<file path="src/rtl/tlb_array.sv">
// tlb_array: TLB entry storage with a combinational read port, a
// registered write port and a three-state probe engine (IDLE/SEARCH/DONE).
// Optional feature macro: TLB_SEARCH_PORT_EN adds a combinational
// translation port (s_*). With the macro undefined those ports and their
// logic are absent.

// Per-entry match: VPN2 must match, and either the entry is global or
// the ASIDs agree. Valid bits take no part in matching.
module tlb_match (
    input  logic [18:0] entry_vpn2,
    input  logic [7:0]  entry_asid,
    input  logic        entry_g,
    input  logic [18:0] key_vpn2,
    input  logic [7:0]  key_asid,
    output logic        hit
);
    assign hit = (entry_vpn2 == key_vpn2) && (entry_g || (entry_asid == key_asid));
endmodule

module tlb_array #(
    parameter int TLBNUM = 16
) (
    input  logic        clk,
    input  logic        reset,
    // write port
    input  logic        we,
    input  logic [3:0]  w_index,
    input  logic [18:0] w_vpn2,
    input  logic [7:0]  w_asid,
    input  logic        w_g,
    input  logic [19:0] w_pfn0,
    input  logic [2:0]  w_c0,
    input  logic        w_d0,
    input  logic        w_v0,
    input  logic [19:0] w_pfn1,
    input  logic [2:0]  w_c1,
    input  logic        w_d1,
    input  logic        w_v1,
    // read port
    input  logic [3:0]  r_index,
    output logic [18:0] r_vpn2,
    output logic [7:0]  r_asid,
    output logic        r_g,
    output logic [19:0] r_pfn0,
    output logic [2:0]  r_c0,
    output logic        r_d0,
    output logic        r_v0,
    output logic [19:0] r_pfn1,
    output logic [2:0]  r_c1,
    output logic        r_d1,
    output logic        r_v1,
`ifdef TLB_SEARCH_PORT_EN
    // translation port
    input  logic [18:0] s_vpn2,
    input  logic        s_odd,
    input  logic [7:0]  s_asid,
    output logic        s_found,
    output logic [3:0]  s_index,
    output logic [19:0] s_pfn,
    output logic [2:0]  s_c,
    output logic        s_d,
    output logic        s_v,
`endif
    // probe port
    input  logic        TLBP,
    input  logic [31:0] EntryHi,
    output logic [5:0]  TLBP_result
);

    typedef struct packed {
        logic [18:0] vpn2;
        logic [7:0]  asid;
        logic        g;
        logic [19:0] pfn0;
        logic [2:0]  c0;
        logic        d0;
        logic        v0;
        logic [19:0] pfn1;
        logic [2:0]  c1;
        logic        d1;
        logic        v1;
    } tlb_entry_t;

    typedef enum logic [1:0] {
        IDLE   = 2'd0,
        SEARCH = 2'd1,
        DONE   = 2'd2
    } probe_state_t;

    tlb_entry_t   entries [TLBNUM];
    probe_state_t state;
    logic [18:0]  key_vpn2;
    logic [7:0]   key_asid;

    logic [TLBNUM-1:0] probe_hit;
    logic              probe_found;
    logic [3:0]        probe_idx;

    // EntryHi[12:8] carries no key information
    logic unused_entryhi;
    assign unused_entryhi = ^EntryHi[12:8];

    // Lowest set bit wins when several entries match
    function automatic logic [3:0] lowest_hit(input logic [TLBNUM-1:0] v);
        logic [3:0] idx;
        idx = 4'h0;
        for (int i = TLBNUM - 1; i >= 0; i--) begin
            if (v[i]) idx = 4'(i);
        end
        return idx;
    endfunction

    // Entry storage: reset clears every field, otherwise one write per cycle
    always_ff @(posedge clk) begin
        if (reset) begin
            for (int i = 0; i < TLBNUM; i++) entries[i] <= '0;
        end else if (we && (32'(w_index) < TLBNUM)) begin
            entries[w_index] <= '{vpn2: w_vpn2, asid: w_asid, g: w_g,
                                  pfn0: w_pfn0, c0: w_c0, d0: w_d0, v0: w_v0,
                                  pfn1: w_pfn1, c1: w_c1, d1: w_d1, v1: w_v1};
        end
    end

    // Read port is a plain view of the stored entry (old data during a write)
    assign r_vpn2 = entries[r_index].vpn2;
    assign r_asid = entries[r_index].asid;
    assign r_g    = entries[r_index].g;
    assign r_pfn0 = entries[r_index].pfn0;
    assign r_c0   = entries[r_index].c0;
    assign r_d0   = entries[r_index].d0;
    assign r_v0   = entries[r_index].v0;
    assign r_pfn1 = entries[r_index].pfn1;
    assign r_c1   = entries[r_index].c1;
    assign r_d1   = entries[r_index].d1;
    assign r_v1   = entries[r_index].v1;

    // Parallel comparators against the latched probe key
    genvar gi;
    generate
        for (gi = 0; gi < TLBNUM; gi++) begin : g_probe
            tlb_match u_match (
                .entry_vpn2 (entries[gi].vpn2),
                .entry_asid (entries[gi].asid),
                .entry_g    (entries[gi].g),
                .key_vpn2   (key_vpn2),
                .key_asid   (key_asid),
                .hit        (probe_hit[gi])
            );
        end
    endgenerate

    // Probe hit reduction; index is zero when nothing matches
    always_comb begin
        probe_found = |probe_hit;
        probe_idx   = lowest_hit(probe_hit);
    end

    // Probe FSM: latch key, compare for one cycle, hold result while TLBP stays high.
    // The result is captured at the SEARCH->DONE edge, so later writes cannot disturb it.
    always_ff @(posedge clk) begin
        if (reset) begin
            state       <= IDLE;
            key_vpn2    <= '0;
            key_asid    <= '0;
            TLBP_result <= 6'h00;
        end else begin
            case (state)
                IDLE: begin
                    TLBP_result <= 6'h00;
                    if (TLBP) begin
                        key_vpn2 <= EntryHi[31:13];
                        key_asid <= EntryHi[7:0];
                        state    <= SEARCH;
                    end
                end
                SEARCH: begin
                    TLBP_result <= {1'b1, probe_found, probe_idx};
                    state       <= DONE;
                end
                DONE: begin
                    if (!TLBP) begin
                        TLBP_result <= 6'h00;
                        state       <= IDLE;
                    end
                end
                default: begin
                    TLBP_result <= 6'h00;
                    state       <= IDLE;
                end
            endcase
        end
    end

`ifdef TLB_SEARCH_PORT_EN
    logic [TLBNUM-1:0] s_hit;
    tlb_entry_t        s_sel;

    generate
        for (gi = 0; gi < TLBNUM; gi++) begin : g_search
            tlb_match u_match (
                .entry_vpn2 (entries[gi].vpn2),
                .entry_asid (entries[gi].asid),
                .entry_g    (entries[gi].g),
                .key_vpn2   (s_vpn2),
                .key_asid   (s_asid),
                .hit        (s_hit[gi])
            );
        end
    endgenerate

    // Translation: pick even/odd page of the lowest matching entry, zeros on miss
    always_comb begin
        s_found = |s_hit;
        s_index = lowest_hit(s_hit);
        s_sel   = entries[s_index];
        s_pfn   = '0;
        s_c     = '0;
        s_d     = 1'b0;
        s_v     = 1'b0;
        if (s_found) begin
            s_pfn = s_odd ? s_sel.pfn1 : s_sel.pfn0;
            s_c   = s_odd ? s_sel.c1   : s_sel.c0;
            s_d   = s_odd ? s_sel.d1   : s_sel.d0;
            s_v   = s_odd ? s_sel.v1   : s_sel.v0;
        end
    end
`endif

endmodule

</file>
<file path="config.mk">
export PLATFORM = sky130hd
export DESIGN_NAME = tlb_array
export DESIGN_NICKNAME = d
export VERILOG_FILES = /design/src/rtl/tlb_array.sv
export SDC_FILE = /design/constraint.sdc
export NUM_CORES = 2
export LEC_CHECK = 0
export CAP_MARGIN = 0
export CORE_AREA = 2 2 358 360
export CTS_CLUSTER_DIAMETER = 30
export DETAILED_ROUTE_END_ITERATION = 8
export DIE_AREA = 0 0 360 362
export GPL_TIMING_DRIVEN = 0
export PLACE_DENSITY = 0.71
export SLEW_MARGIN = 20
export SYNTH_ARGS = -nofsm -noshare
export SYNTH_HDL_FRONTEND = slang
export SYNTH_HIERARCHICAL = 1
export SYNTH_SLANG_ARGS = --single-unit
</file>
<file path="constraint.sdc">
create_clock -name clk -period 4.2 [get_ports clk]
set_input_delay 0.84 -clock clk [delete_from_list [all_inputs] [get_ports clk]]
set_output_delay 0.84 -clock clk [all_outputs]
set_load 0.005 [all_outputs]
</file>
After elaboration in Yosys (flattened, before gate mapping). Memories as Yosys holds them, arrays and structs flattened. Index checks and enable logic that the tools add are counted.

Flip-flop bits (word level): 35. Bits in writable memories: 1248. Output and inout port bits: 84. Logic and storage cells: 107. Memories kept: 1.

Equality and inequality tests: 36. Mux-type cells: 29. Reduce and logical (&&, ||, !) cells: 37.

Memory list: entries (words 16, width 78, read ports 17, clocked after memory_dff 0, wr ports 16, line 90) `tlb_entry_t entries [TLBNUM];`.

Operator list (count): == test 19 bit (16); == test 8 bit (16); two-way mux 78 bit (1); OR reduction 78 bit (1); two-way mux 4 bit (17); logical AND 1 bit (16); logical OR 1 bit (16); OR reduction 16 bit (1); case mux 6 bit (2 select lines) (1); two-way mux 1 bit (6); two-way mux 6 bit (1); case mux 2 bit (3 select lines) (1); two-way mux 2 bit (2); != test 2 bit (second input constant) (2); AND reduction 2 bit (2); == test 2 x 1 -> 1 bit (second input constant) (1); == test 2 bit (second input constant) (1); logical NOT 2 bit (1).

Depth between registers and ports, before layout.
Word-level depth: 20. Gate-level depth with buffers: 8. Gate-level depth less buffers: 8.

Cells and area by module. Netlist, hierarchy kept.

By module, submodules not included: tlb_array (instances 1, cells an instance 3571, area each 56940.9 µm², seq. area each 38176.6 µm²); tlb_match (instances 16, cells an instance 37, area each 300.3 µm², seq. area each 0.0 µm²).

Worst setup path before layout. Ideal clock, no wire load.

Kind: in2reg. Start: input port reset. End: memory entries[0][0] in the netlist's numbering, enable pin. Library setup time: 403 ps. Arrival: 2781 ps. Data required time: 3797 ps. Setup slack: 1016 ps. Stages on the path: 6. Path buffers: 2. Cell sequence: buf_2 > nor3b_4 > nand2b_4 > nor3_4 > buf_6 > or2_2.

RTL lines: from (decl) (line 24) `input logic reset,`; to (decl) (line 90).

Worst setup path in the final report.
Start: input port r_index[0]. End: output port r_vpn2[15].

Longest elaborated chain between the ends: 1.

RTL lines: from (decl) (line 40) `input logic [3:0] r_index,`; memory (16 x 78 bit); to (decl) (line 41) `output logic [18:0] r_vpn2,`.

No other way between the ends.

==> results.yml <==
die:
  io_pins: 206
  fp.dieH_um: 362
  rows: 131
  initial_utilization_pct: 48.7
  die_width_um: 360
  fp.coreArea_um2: 127000
  dieArea_um2: 130000
yosys:
  synth_top_family_by_area: "simple AND/OR/NAND/NOR gates"
  synthXorXnorAreaFrac_pct: 6.13
  yosysWarningCount: 6
  syn_nets: 4285
  synth-compound-area-share_pct: 2.46
  synth_area_um2: 61700
  synth-edff-count: 1248
  synth.yosys.seq_area_share_pct: 61.8
  synthFlopType: "edfxtp_1"
  synthArstFlopShare_pct: 0
  synth_seq_cells: 1283
  post_synth_fa_ha_maj_area_fraction_pct: 0
  yosys.area_share.simple_pct: 15.9
  avgSynthCellArea_um2: 14.8
  muxShareOfSynthArea_pct: 11.4
  syn_inst: 4163
  ys_types: 50
place:
  pre_cts_ws_ns: -1.29
  gp_congestion: 0.943
  placed_cells: 6052
  placed_area_um2: 66700
  dp_hpwl_mm: 125
  portBuffers: 197
clock_tree:
  clock_path_buffers: 4
  cts-root-buf: "clkbuf_16"
  clkTransAtPathRegs_ns: 0.05
  clkSinkCount: 1283
  hold_buffers: 0
  cts_buffers: 275
  cts_tree: "yes"
  cts_max_level: 5
  insertion_delay_ns: 0.85
timing:
  post-route-min-period_ns: 4.17
  setup_viol: 0
  drv_slew: 0
  fin_crit_sh_pct: 99.4
  clock_skew_ns: 0.0344
  rsz0062_at_grt: "no"
  worst_hold_slack_ns: 0.471
  tns_ns: 0
  relSlewSlack_pct: 25.3
  hold_viol: 0
  tightest_slew_ns: 1.12
  max_freq_mhz: 240
  setup_slack_ns: 0.0253
global_routing:
  antenna_found_initial: 18
  overflow: 0
  grt_pass1_wl_mm: 262
  grt_usage_pct: 27.6
  grt_pass1_vias: 39300
  grt_max_degree: 42
routing:
  wl_per_cell_um: 27.5
  route.detailed.drc: 0
  avgViaCountPerCell: 5.84
  routed_wl_mm: 180
  drt_iter0_drc: 4388
  drt_pass1_iterations: 6
  ant_nets: 0
  vias: 38200
layout:
  drive_gt1_share_pct: 19.7
  final_cells: 6536
  nNetsFinal: 4791
  final_util_pct: 59.9
  fin_area_um2: 75900
  syn_to_final_growth_pct: 23.0
critical_path:
  r2r_start: "key_vpn2[5]"
  reg2reg_depth: 8
  path_cells: "buf_2, buf_6, buf_4, mux4_2, a22oi_1, nand2_1, clkdlybuf4s50_1"
  path_class: "in -> out"
  r2r-end: "TLBP_result[3]"
  slowest_stage: "mux4_2"
  cpPeakStageDelay_ns: 0.60
  start_kind: "input pin"
  worstPathArrival_ns: 3.33
  required_ns: 3.36
  setup.worst_path.end_class: "primary output"
  crit_fanout: 10
  r2r_slack_ns: 0.92
power:
  p_comb_share_pct: 7.5
  p_leak_nw: 27.8
  peakVddDrop_mv: 0.361
  p_clk_share_pct: 53.7
  switching_power_mw: 8.79
  p_total_mw: 39.3
  pwr_density_cell_nw_per_um2: 518
  p_seq_share_pct: 38.8
  sw_frac_of_total_pct: 22.4
  internal_power_mw: 30.5
min_path:
  worst_hold_path_type: "reg -> reg"
  min_path_cells: 1
  min_from: "TLBP_result[5]"
  hold_end: "TLBP_result[5]"
status:
  status: "finished clean"
run:
  max_cap_viol_count: 0
worst max path at each step:
stage | start | to | slack [ns] | cells past startpoint
finish | r_index[0] | r_vpn2[15] | 0.03 | 7
global route | r_index[0] | r_pfn1[9] | 0.01 | 7
CTS | r_index[0] | r_pfn0[1] | 0.0007 | 7
detailed placement | r_index[2] | r_vpn2[0] | -1.29 | 8
global placement | w_index[1] | entries[1][37] | -1.46 | 5
floorplan | reset | entries[0][0] | 1.02 | 6
critical path, delay by kind of cell:
| kind | cells | cell delay, ns |
|---|---|---|
| buf+inv | 4 | 1.49 |
| compound gates | 1 | 0.17 |
| mux | 1 | 0.60 |
| simple gates | 1 | 0.21 |
kinds of logic (layout without fill, tap and decap cells):
| kind of cell | after synthesis | count (layout) |
|---|---|---|
| other | 0 | 17 |
| flip-flops | 1283 | 1283 |
| AND/OR/NAND/NOR | 1592 | 1592 |
| buffers and inverters | 326 | 1020 |
| AO/OA/AOI/OAI | 218 | 218 |
| multiplexers | 312 | 312 |
| XOR/XNOR | 432 | 432 |
synth_stat cells, types with 2 or more instances:
master | count | area, µm²
clkbuf_2 | 21 | 105
nand4_1 | 16 | 100
and2_2 | 15 | 113
nor4_1 | 101 | 632
o21ai_0 | 3 | 15.0
buf_4 | 21 | 158
nand2_4 | 2 | 22.5
nand2b_4 | 3 | 41.3
nor3_1 | 2 | 10.0
nor2_4 | 8 | 90.1
and2_1 | 1234 | 7720
nand3_1 | 16 | 80.1
buf_2 | 39 | 195
buf_6 | 5 | 56.3
xor2_1 | 384 | 3360
nand2_1 | 134 | 503
a21oi_1 | 47 | 235
dfxtp_1 | 35 | 701
nor2_1 | 9 | 33.8
a22oi_1 | 158 | 1190
inv_1 | 3 | 11.3
clkbuf_1 | 213 | 800
nor3_2 | 18 | 180
nor2b_1 | 3 | 18.8
mux4_2 | 312 | 7030
edfxtp_1 | 1248 | 37500
nor2_2 | 4 | 25.0
xnor2_1 | 48 | 420
buf_1 | 24 | 90.1
nor3_4 | 2 | 32.5
or2_2 | 16 | 100
layout make-up:
type / count / area [µm²]
fillers: 9336 / 50800
plain buffers: 323 / 1610
repair buffers: 229 / 2810
diodes: 17 / 42.5
clock buffers: 315 / 7170
inverters: 3 / 11.3
multi-input cells: 2554 / 22200
well taps: 1662 / 2080
clock inverters: 150 / 1810
flip-flops and latches: 1283 / 38200
sequential cells by signal, indices dropped and copies added (netlist names):
name	cells
key_asid	8
TLBP_result	6
key_vpn2	19
state	2
entries	1248
repair_timing:
action / in CTS / in global routing
resized for setup: 90 / 27
pin swaps: 1 / 0
setup endpoints to repair: 78 / 52
setup buffers: 2 / 0
power groups by stage:
stage	Combinational, mW	Sequential (mW)	Clock (mW)
after floorplan	1.60	15.3	0
after global placement	2.76	15.5	0
after detailed placement	2.90	15.5	0
after CTS	2.94	15.3	21.2
after global routing	3.10	15.3	21.9
final	2.95	15.3	21.1
placed cells by master, fill, tap and decap left out, types with 4 or more instances in the layout:
cell / instances
clkbuf_1: 214
clkbuf_4: 13
buf_4: 35
nor3_2: 16
clkbuf_16: 281
dfxtp_1: 34
edfxtp_1: 1248
nor3_4: 4
nor2_1: 8
clkdlybuf4s50_1: 195
and2_1: 1234
clkinvlp_4: 17
clkinv_1: 32
nor4_1: 101
and2_2: 15
xnor2_1: 48
bufinv_16: 37
mux4_2: 312
buf_6: 10
buf_2: 37
or2_4: 16
clkinv_2: 31
buf_16: 29
diode_2: 17
clkbuf_8: 4
inv_6: 13
nand3_1: 16
nand2_1: 134
a21oi_1: 47
xor2_1: 384
clkbuf_2: 42
nor2_4: 10
nand4_1: 16
a22oi_1: 158
clkinv_4: 18
layer usage:
layer  vias to the layer above  global-route usage [%]  share of wire, %
met5                         -                       0             0.024
met3                       368                    6.68               9.4
met2                      1978                    44.0                48
met4                         6                    12.0               4.0
met1                     19400                    36.1                39
li1                      16400                       -                 -
Note: power is estimated with default switching activity, not from simulation.
